[config.mk]
export PLATFORM = sky130hd
export DESIGN_NAME = dnn_aggr_ctrl
export DESIGN_NICKNAME = d
export VERILOG_FILES = /design/src/rtl/dnn_aggr_ctrl.sv
export SDC_FILE = /design/constraint.sdc
export NUM_CORES = 1
export LEC_CHECK = 0
export CAP_MARGIN = 40
export CELL_PAD_IN_SITES_DETAIL_PLACEMENT = 2
export CELL_PAD_IN_SITES_GLOBAL_PLACEMENT = 2
export CORE_AREA = 2 2 217 219
export DETAILED_ROUTE_END_ITERATION = 16
export DIE_AREA = 0 0 219 221
export PLACE_DENSITY_LB_ADDON = 0.08
export SLEW_MARGIN = 25
export SYNTH_ARGS = -nofsm -noshare
export SYNTH_HDL_FRONTEND = slang
export SYNTH_SLANG_ARGS = --single-unit
[constraint.sdc]
create_clock -name clk -period 3.5 [get_ports clk]
set_clock_uncertainty 0.2 [all_clocks]
set_input_delay 0.7 -clock clk [delete_from_list [all_inputs] [get_ports clk]]
set_output_delay 0.7 -clock clk [all_outputs]
set_load 0.02 [all_outputs]
[src/rtl/dnn_aggr_ctrl.sv]
// Consumer-side sequencer for the n0/n1 dnn nodes: walks the layer-1 and final-output
// phases, accumulates saturating ReLU sums and hands the final results downstream.
package dnn_aggr_pkg;
  typedef enum logic [1:0] {
    IDLE      = 2'd0,
    LAYER1    = 2'd1,
    FINAL_OUT = 2'd2,
    DONE      = 2'd3
  } dnn_state_t;
endpackage

module dnn_aggr_ctrl
  import dnn_aggr_pkg::*;
#(
  parameter int N_VEC = 4
) (
  input  logic               clk,
  input  logic               rst,
  input  logic               start,
  input  logic               in_ready,
  input  logic [12:0]        y4_relu_n0,
  input  logic [12:0]        y5_relu_n0,
  input  logic [12:0]        y6_relu_n0,
  input  logic [12:0]        y7_relu_n0,
  input  logic [12:0]        y4_relu_n1,
  input  logic [12:0]        y5_relu_n1,
  input  logic [12:0]        y6_relu_n1,
  input  logic [12:0]        y7_relu_n1,
  input  logic signed [20:0] out0_n0,
  input  logic signed [20:0] out1_n0,
  input  logic signed [20:0] out0_n1,
  input  logic signed [20:0] out1_n1,
  input  logic               out0_n0_ready,
  input  logic               out1_n0_ready,
  output dnn_state_t         dnn_state,
  output logic signed [14:0] y4_n0_aggr,
  output logic signed [14:0] y5_n0_aggr,
  output logic signed [14:0] y6_n0_aggr,
  output logic signed [14:0] y7_n0_aggr,
  output logic signed [14:0] y4_n1_aggr,
  output logic signed [14:0] y5_n1_aggr,
  output logic signed [14:0] y6_n1_aggr,
  output logic signed [14:0] y7_n1_aggr,
  output logic signed [20:0] res0_n0,
  output logic signed [20:0] res1_n0,
  output logic signed [20:0] res0_n1,
  output logic signed [20:0] res1_n1,
  output logic               res_valid,
  input  logic               res_ready,
  output logic               busy
);

  typedef enum logic [2:0] {
    S_IDLE = 3'd0,
    S_L1   = 3'd1,
    S_FIN  = 3'd2,
    S_CAP  = 3'd3,
    S_DONE = 3'd4
  } state_t;

  localparam logic [14:0] SAT_MAX = 15'h3FFF;

  state_t             r_state;
  state_t             w_next;
  logic [7:0]         r_cnt;
  logic               r_vld_d1;
  logic [14:0]        r_acc [8];
  logic signed [20:0] r_res0_n0;
  logic signed [20:0] r_res1_n0;
  logic signed [20:0] r_res0_n1;
  logic signed [20:0] r_res1_n1;
  logic [11:0]        w_relu [8];
  logic               w_last;
  logic               w_cap;
  logic               w_unused;

  // Bit 12 of each ReLU input is never driven high by a node, so only 12 bits are summed.
  assign w_relu[0] = y4_relu_n0[11:0];
  assign w_relu[1] = y5_relu_n0[11:0];
  assign w_relu[2] = y6_relu_n0[11:0];
  assign w_relu[3] = y7_relu_n0[11:0];
  assign w_relu[4] = y4_relu_n1[11:0];
  assign w_relu[5] = y5_relu_n1[11:0];
  assign w_relu[6] = y6_relu_n1[11:0];
  assign w_relu[7] = y7_relu_n1[11:0];
  assign w_unused  = ^{y4_relu_n0[12], y5_relu_n0[12], y6_relu_n0[12], y7_relu_n0[12],
                       y4_relu_n1[12], y5_relu_n1[12], y6_relu_n1[12], y7_relu_n1[12]};

  assign w_last = (r_cnt == 8'(N_VEC - 1));
  assign w_cap  = out0_n0_ready & out1_n0_ready;

  function automatic logic [14:0] satAdd(input logic [14:0] a, input logic [11:0] b);
    logic [15:0] s;
    s = {1'b0, a} + {4'b0, b};
    return (s > {1'b0, SAT_MAX}) ? SAT_MAX : s[14:0];
  endfunction

  always_ff @(posedge clk) begin
    if (rst) r_state <= S_IDLE;
    else     r_state <= w_next;
  end

  always_comb begin
    w_next = r_state;
    case (r_state)
      S_IDLE:  if (start) w_next = S_L1;
      S_L1:    if (r_vld_d1 && w_last) w_next = S_FIN;
      S_FIN:   w_next = S_CAP;
      S_CAP:   if (w_cap) w_next = S_DONE;
      S_DONE:  if (res_ready) w_next = S_IDLE;
      default: w_next = S_IDLE;
    endcase
  end

  always_comb begin
    dnn_state = IDLE;
    res_valid = 1'b0;
    busy      = 1'b1;
    case (r_state)
      S_IDLE:  busy = 1'b0;
      S_L1:    dnn_state = LAYER1;
      S_FIN:   dnn_state = FINAL_OUT;
      S_CAP:   dnn_state = FINAL_OUT;
      S_DONE: begin
        dnn_state = DONE;
        res_valid = 1'b1;
      end
      default: busy = 1'b0;
    endcase
  end

  // The node registers its ReLU one cycle after x, so the sample is taken on the delayed strobe.
  always_ff @(posedge clk) begin
    if (rst) begin
      r_cnt     <= '0;
      r_vld_d1  <= 1'b0;
      r_res0_n0 <= '0;
      r_res1_n0 <= '0;
      r_res0_n1 <= '0;
      r_res1_n1 <= '0;
      for (int i = 0; i < 8; i++) r_acc[i] <= '0;
    end else begin
      r_vld_d1 <= (r_state == S_L1) && in_ready && !(r_vld_d1 && w_last);
      if (r_state == S_IDLE && start) begin
        r_cnt     <= '0;
        r_res0_n0 <= '0;
        r_res1_n0 <= '0;
        r_res0_n1 <= '0;
        r_res1_n1 <= '0;
        for (int i = 0; i < 8; i++) r_acc[i] <= '0;
      end else if (r_state == S_L1 && r_vld_d1) begin
        r_cnt <= r_cnt + 8'd1;
        for (int i = 0; i < 8; i++) r_acc[i] <= satAdd(r_acc[i], w_relu[i]);
      end
      if (r_state == S_CAP && w_cap) begin
        r_res0_n0 <= out0_n0;
        r_res1_n0 <= out1_n0;
        r_res0_n1 <= out0_n1;
        r_res1_n1 <= out1_n1;
      end
    end
  end

  assign y4_n0_aggr = $signed(r_acc[0]);
  assign y5_n0_aggr = $signed(r_acc[1]);
  assign y6_n0_aggr = $signed(r_acc[2]);
  assign y7_n0_aggr = $signed(r_acc[3]);
  assign y4_n1_aggr = $signed(r_acc[4]);
  assign y5_n1_aggr = $signed(r_acc[5]);
  assign y6_n1_aggr = $signed(r_acc[6]);
  assign y7_n1_aggr = $signed(r_acc[7]);

  assign res0_n0 = r_res0_n0;
  assign res1_n0 = r_res1_n0;
  assign res0_n1 = r_res0_n1;
  assign res1_n1 = r_res1_n1;

endmodule
==> results.md <==
- The run finished with clean final reports.
- The count of placed standard cells in the final layout, fillers left out is 2498.
- The path class of the lowest-slack min-delay path is flip-flop to flip-flop.
- The number of synthesized flops with an enable pin is 105.
- The worst-case reg-to-reg path depth is 11.
- The synthesized design contains 216 register bits.
- The later-pin clock latency in the skew report is 0.57 ns.
- The clock tree buffer depth is 3.
- The initial core utilization is 0.277.
- The total power is 8.19 mW.
- The number of endpoints failing setup at the final stage is 0.
- Counting tap cells, the placed design contains a total of 2442 instances.
- Post-CTS timing repair inserted 0 buffers for setup.
- Routability-driven placement finished with a final weighted congestion of 0.806.
- The slowest stage of the critical path belongs to the cell sky130_fd_sc_hd__clkdlybuf4s50_1.
- The setup check on the worst reg-to-reg path leaves a slack of 0.43 ns.
- CTS saw 216 sinks.
- Tracing the worst setup path back leads to its startpoint at r_state[2].
- The share of flip-flops with an asynchronous set or reset after synthesis is 0.
- CTS built an H-tree with a depth of 1.
- The startpoint identified for the worst register-to-register timing path is r_acc[0][90].
- The clock transition at the registers of the reported paths is 0.06 ns.
- After detailed routing, the number of remaining DRC violations is 0.
- The routed design could run at a clock period as short as 3.33 ns.
- The area fraction of the dominant cell type after synthesis is 0.247.
- The endpoint identified for the worst register-to-register timing path is r_acc[0][91].
- Compared with the post-synthesis result, the final layout area differs by 49.7%.
- Measured against its own limit, the worst slew margin works out to 0.548.
- The cell area that synthesis handed to floorplanning was 0.0128 mm2.
- The path type of the worst setup path is flip-flop to output port.
- In the synthesized netlist, the cells that appear most often are sky130_fd_sc_hd__a21oi_1 (240), sky130_fd_sc_hd__nand2_1 (139), sky130_fd_sc_hd__nand3_1 (112).
- Pin placement for this block handled 403 I/O pins.
- sky130_fd_sc_hd__edfxtp_1 takes more of the synthesized area than any other cell.
- The routed wire length per instance is 20.0 um.
- Of all nets on the critical path, the largest fanout is 8.
- The worst hold slack is 0.268 ns.
- The max-slew violation count is 0.
- For this block, the via count after detailed routing is 12.6k.
- The floorplan step set the die height to 221 um.
- After technology mapping, the gate count stands at 1405.
- The endpoint kind of the worst setup timing path is an output port.
- Of the total power, the share spent switching nets is 0.301.
- The power density over cell area is 429 mW/mm2.
- Data on the critical path is required at its endpoint by 2.60 ns.
- The number of port buffers is 394.
- The count of hold-fix buffers inserted at cts is 0.
- The initial antenna violation count is 3.
- The die is 219 um wide.
- Of the synthesized area, sequential elements account for 0.421.
- At the worst endpoint, the arrival time is 2.43 ns.
- Of the total power, the clock network draws 0.383.
- The largest incremental delay on the critical path is 0.66 ns.
- The post-cts gate resize count is 0.
- Setup repair after global routing left no endpoint under its margin.
- Timing would allow up to 300 MHz.
- The worst setup slack after placement is -0.325 ns.
- The relative contribution of sequential cells to total power is 0.356.
- The area enclosed by the die boundary is 0.0484 mm2.
- Summing all non-filler instances in the final layout gives an area of 0.0191 mm2.
- The global-route total usage across every layer is 0.202.
- The number of clock buffers added by TritonCTS is 30.
- The global-route wire length before repair is 78200 um.
- The internal power consumption is 5.73 mW.
- The first routing iteration left 379 violations.
- Setup slack on the critical path of the routed design comes to 0.167 ns.
- In the finished design, the share of the clock period the worst path needs comes to 0.952.
- The switching power is 2.47 mW.
- The cell area reported after detailed placement is 0.0181 mm2.
- The final layout contains 2167 nets.
- Among all cell types in the netlist, the one instantiated most often is sky130_fd_sc_hd__a21oi_1.
- The filler cell count is 5106.
- The combinational fraction of design power is 0.262.
- The setup TNS after final layout is 0 ns.
- In this run the remaining antenna-violating nets after routing total 0.
- In this run the standard cell core region covers 0.0461 mm2.
- CTS placed an instance of sky130_fd_sc_hd__clkbuf_16 at the clock tree root.
- For this design the static power due to leakage is 7.45 nW.
- The total count of hold-check failures in the final report is 0.
- Dividing the detail-routed via count by the number of cells gives 5.06.
- For this run the aggregate overflow at the end of global routing stands at 0.
- The tool flagged a number of max-cap violations equal to 0.
- By area the synthesized netlist is led by sky130_fd_sc_hd__edfxtp_1 (25%), sky130_fd_sc_hd__dfxtp_1 (17%), sky130_fd_sc_hd__ha_1 (9.5%).
- In the final layout, the share of cells above drive strength 1 is 0.0985.
- The share of the core filled with cells in the final layout is 0.415.
- The worst setup path is launched from a flip-flop.
- Yosys mapped the design onto 71 distinct sky130hd cell types.
- The first detailed-routing pass took 4 iterations.
- At the pin with the least slew margin, the transition time is 0.678 ns.
- The detailed-placement wirelength estimate is 37900 um.
- The largest net degree at the start of global routing is 86.
- The number of standard-cell rows in the floorplan is 79.
- The most instantiated flip-flop cell in the synthesis netlist is sky130_fd_sc_hd__dfxtp_1.
- Walking the worst path, the cells encountered are nor3b_1 > or2_2 > clkdlybuf4s50_1.
- The endpoint of the worst setup timing path is dnn_state[0].
- Summed over all layers, the routed wires come to 49900 um.
- The number of global-route vias before repair is 13.8k.
- The Yosys step of the flow raised 0 warnings.
- The clock tree from TritonCTS is yes.
- In this run the mean area of a mapped cell was 9.09 um2.
- The worst IR drop on VDD is 353 uV.
## critical path, delay by kind of cell, from the launching register on
| kind | cells | cell delay [ns] |
|---|---|---|
| AND/OR/NAND/NOR | 2 | 0.81 |
| buffers and inverters | 1 | 0.66 |
| flip-flops | 1 | 0.39 |
## flip-flops by register name (all words and copies together) (netlist names)
name / cells
res0_n0: 21
res0_n1: 21
res1_n0: 21
r_state: 3
r_vld_d1: 1
r_acc: 120
r_cnt: 8
res1_n1: 21
## layout make-up
cell class / count / area, um2 / share of cell area
clock inverters: 6 / 31.3 / 0.00164
diodes: 2 / 5.00 / 0.000262
inverters: 46 / 173 / 0.00903
flip-flops and latches: 216 / 5380 / 0.281
clock buffers: 48 / 993 / 0.0520
multi-input cells: 1083 / 6990 / 0.366
well taps: 607 / 759 / 0.0397
repair buffers: 490 / 4780 / 0.250
## cells by family after synthesis
logic type / Yosys count / share of synthesized area
mux: 7 / 0.00627
other cells: 1 / 0.000294
buf+inv: 112 / 0.0350
flops: 216 / 0.421
compound gates: 465 / 0.223
xor+xnor: 84 / 0.0576
fa+ha+maj: 105 / 0.108
simple gates: 415 / 0.150
## worst min path at each step
stage | start | endpoint | slack [ns] | cells past startpoint
after floorplan | r_cnt[1] | r_cnt[1] | 0.27 | 2
after global placement | res1_n1[18] | res1_n1[18] | 0.25 | 2
after detailed placement | res1_n0[12] | res1_n0[12] | 0.26 | 2
after global routing | rst | res0_n0[10] | 0.28 | 2
after CTS | rst | res1_n1[0] | 0.25 | 2
final | res0_n0[6] | res0_n0[6] | 0.27 | 2
## layout by cell type, fill, tap and decap left out, types with 9 or more instances in the layout
cell	instances
sky130_fd_sc_hd__o21bai_1	14
sky130_fd_sc_hd__nor2b_1	9
sky130_fd_sc_hd__o21ai_0	62
sky130_fd_sc_hd__a211oi_1	17
sky130_fd_sc_hd__buf_4	89
sky130_fd_sc_hd__a21oi_2	11
sky130_fd_sc_hd__nor3_1	24
sky130_fd_sc_hd__ha_1	97
sky130_fd_sc_hd__edfxtp_1	105
sky130_fd_sc_hd__xnor2_1	35
sky130_fd_sc_hd__a21oi_1	240
sky130_fd_sc_hd__nand2_1	137
sky130_fd_sc_hd__clkbuf_16	34
sky130_fd_sc_hd__clkbuf_8	9
sky130_fd_sc_hd__a21o_1	29
sky130_fd_sc_hd__dfxtp_1	111
sky130_fd_sc_hd__xor2_1	49
sky130_fd_sc_hd__clkdlybuf4s50_1	393
sky130_fd_sc_hd__nand3_1	112
sky130_fd_sc_hd__inv_1	46
sky130_fd_sc_hd__nand2b_1	16
sky130_fd_sc_hd__nor2_1	73
sky130_fd_sc_hd__o21a_1	13
## power groups by stage
| stage | sequential [mW] | clock (mW) | combinational (mW) |
|---|---|---|---|
| 3_3_place_gp | 2.96 | 0 | 2.09 |
| 6_report | 2.91 | 3.13 | 2.15 |
| 4_1_cts | 2.92 | 3.25 | 2.18 |
| 3_5_place_dp | 2.97 | 0 | 2.15 |
| 5_1_grt | 2.93 | 3.34 | 2.36 |
| 2_1_floorplan | 3.10 | 0 | 1.02 |
## routing by layer
| layer | wire length [um] | track usage | vias to the layer above |
|---|---|---|---|
| li1 | - | - | 6051 |
| met1 | 21000 | 0.245 | 6267 |
| met2 | 24200 | 0.348 | 268 |
| met3 | 4030 | 0.0676 | 51 |
| met4 | 685 | 0.0388 | 6 |
| met5 | 40 | 0 | - |
No activity file was read; power rests on OpenSTA's default activity.
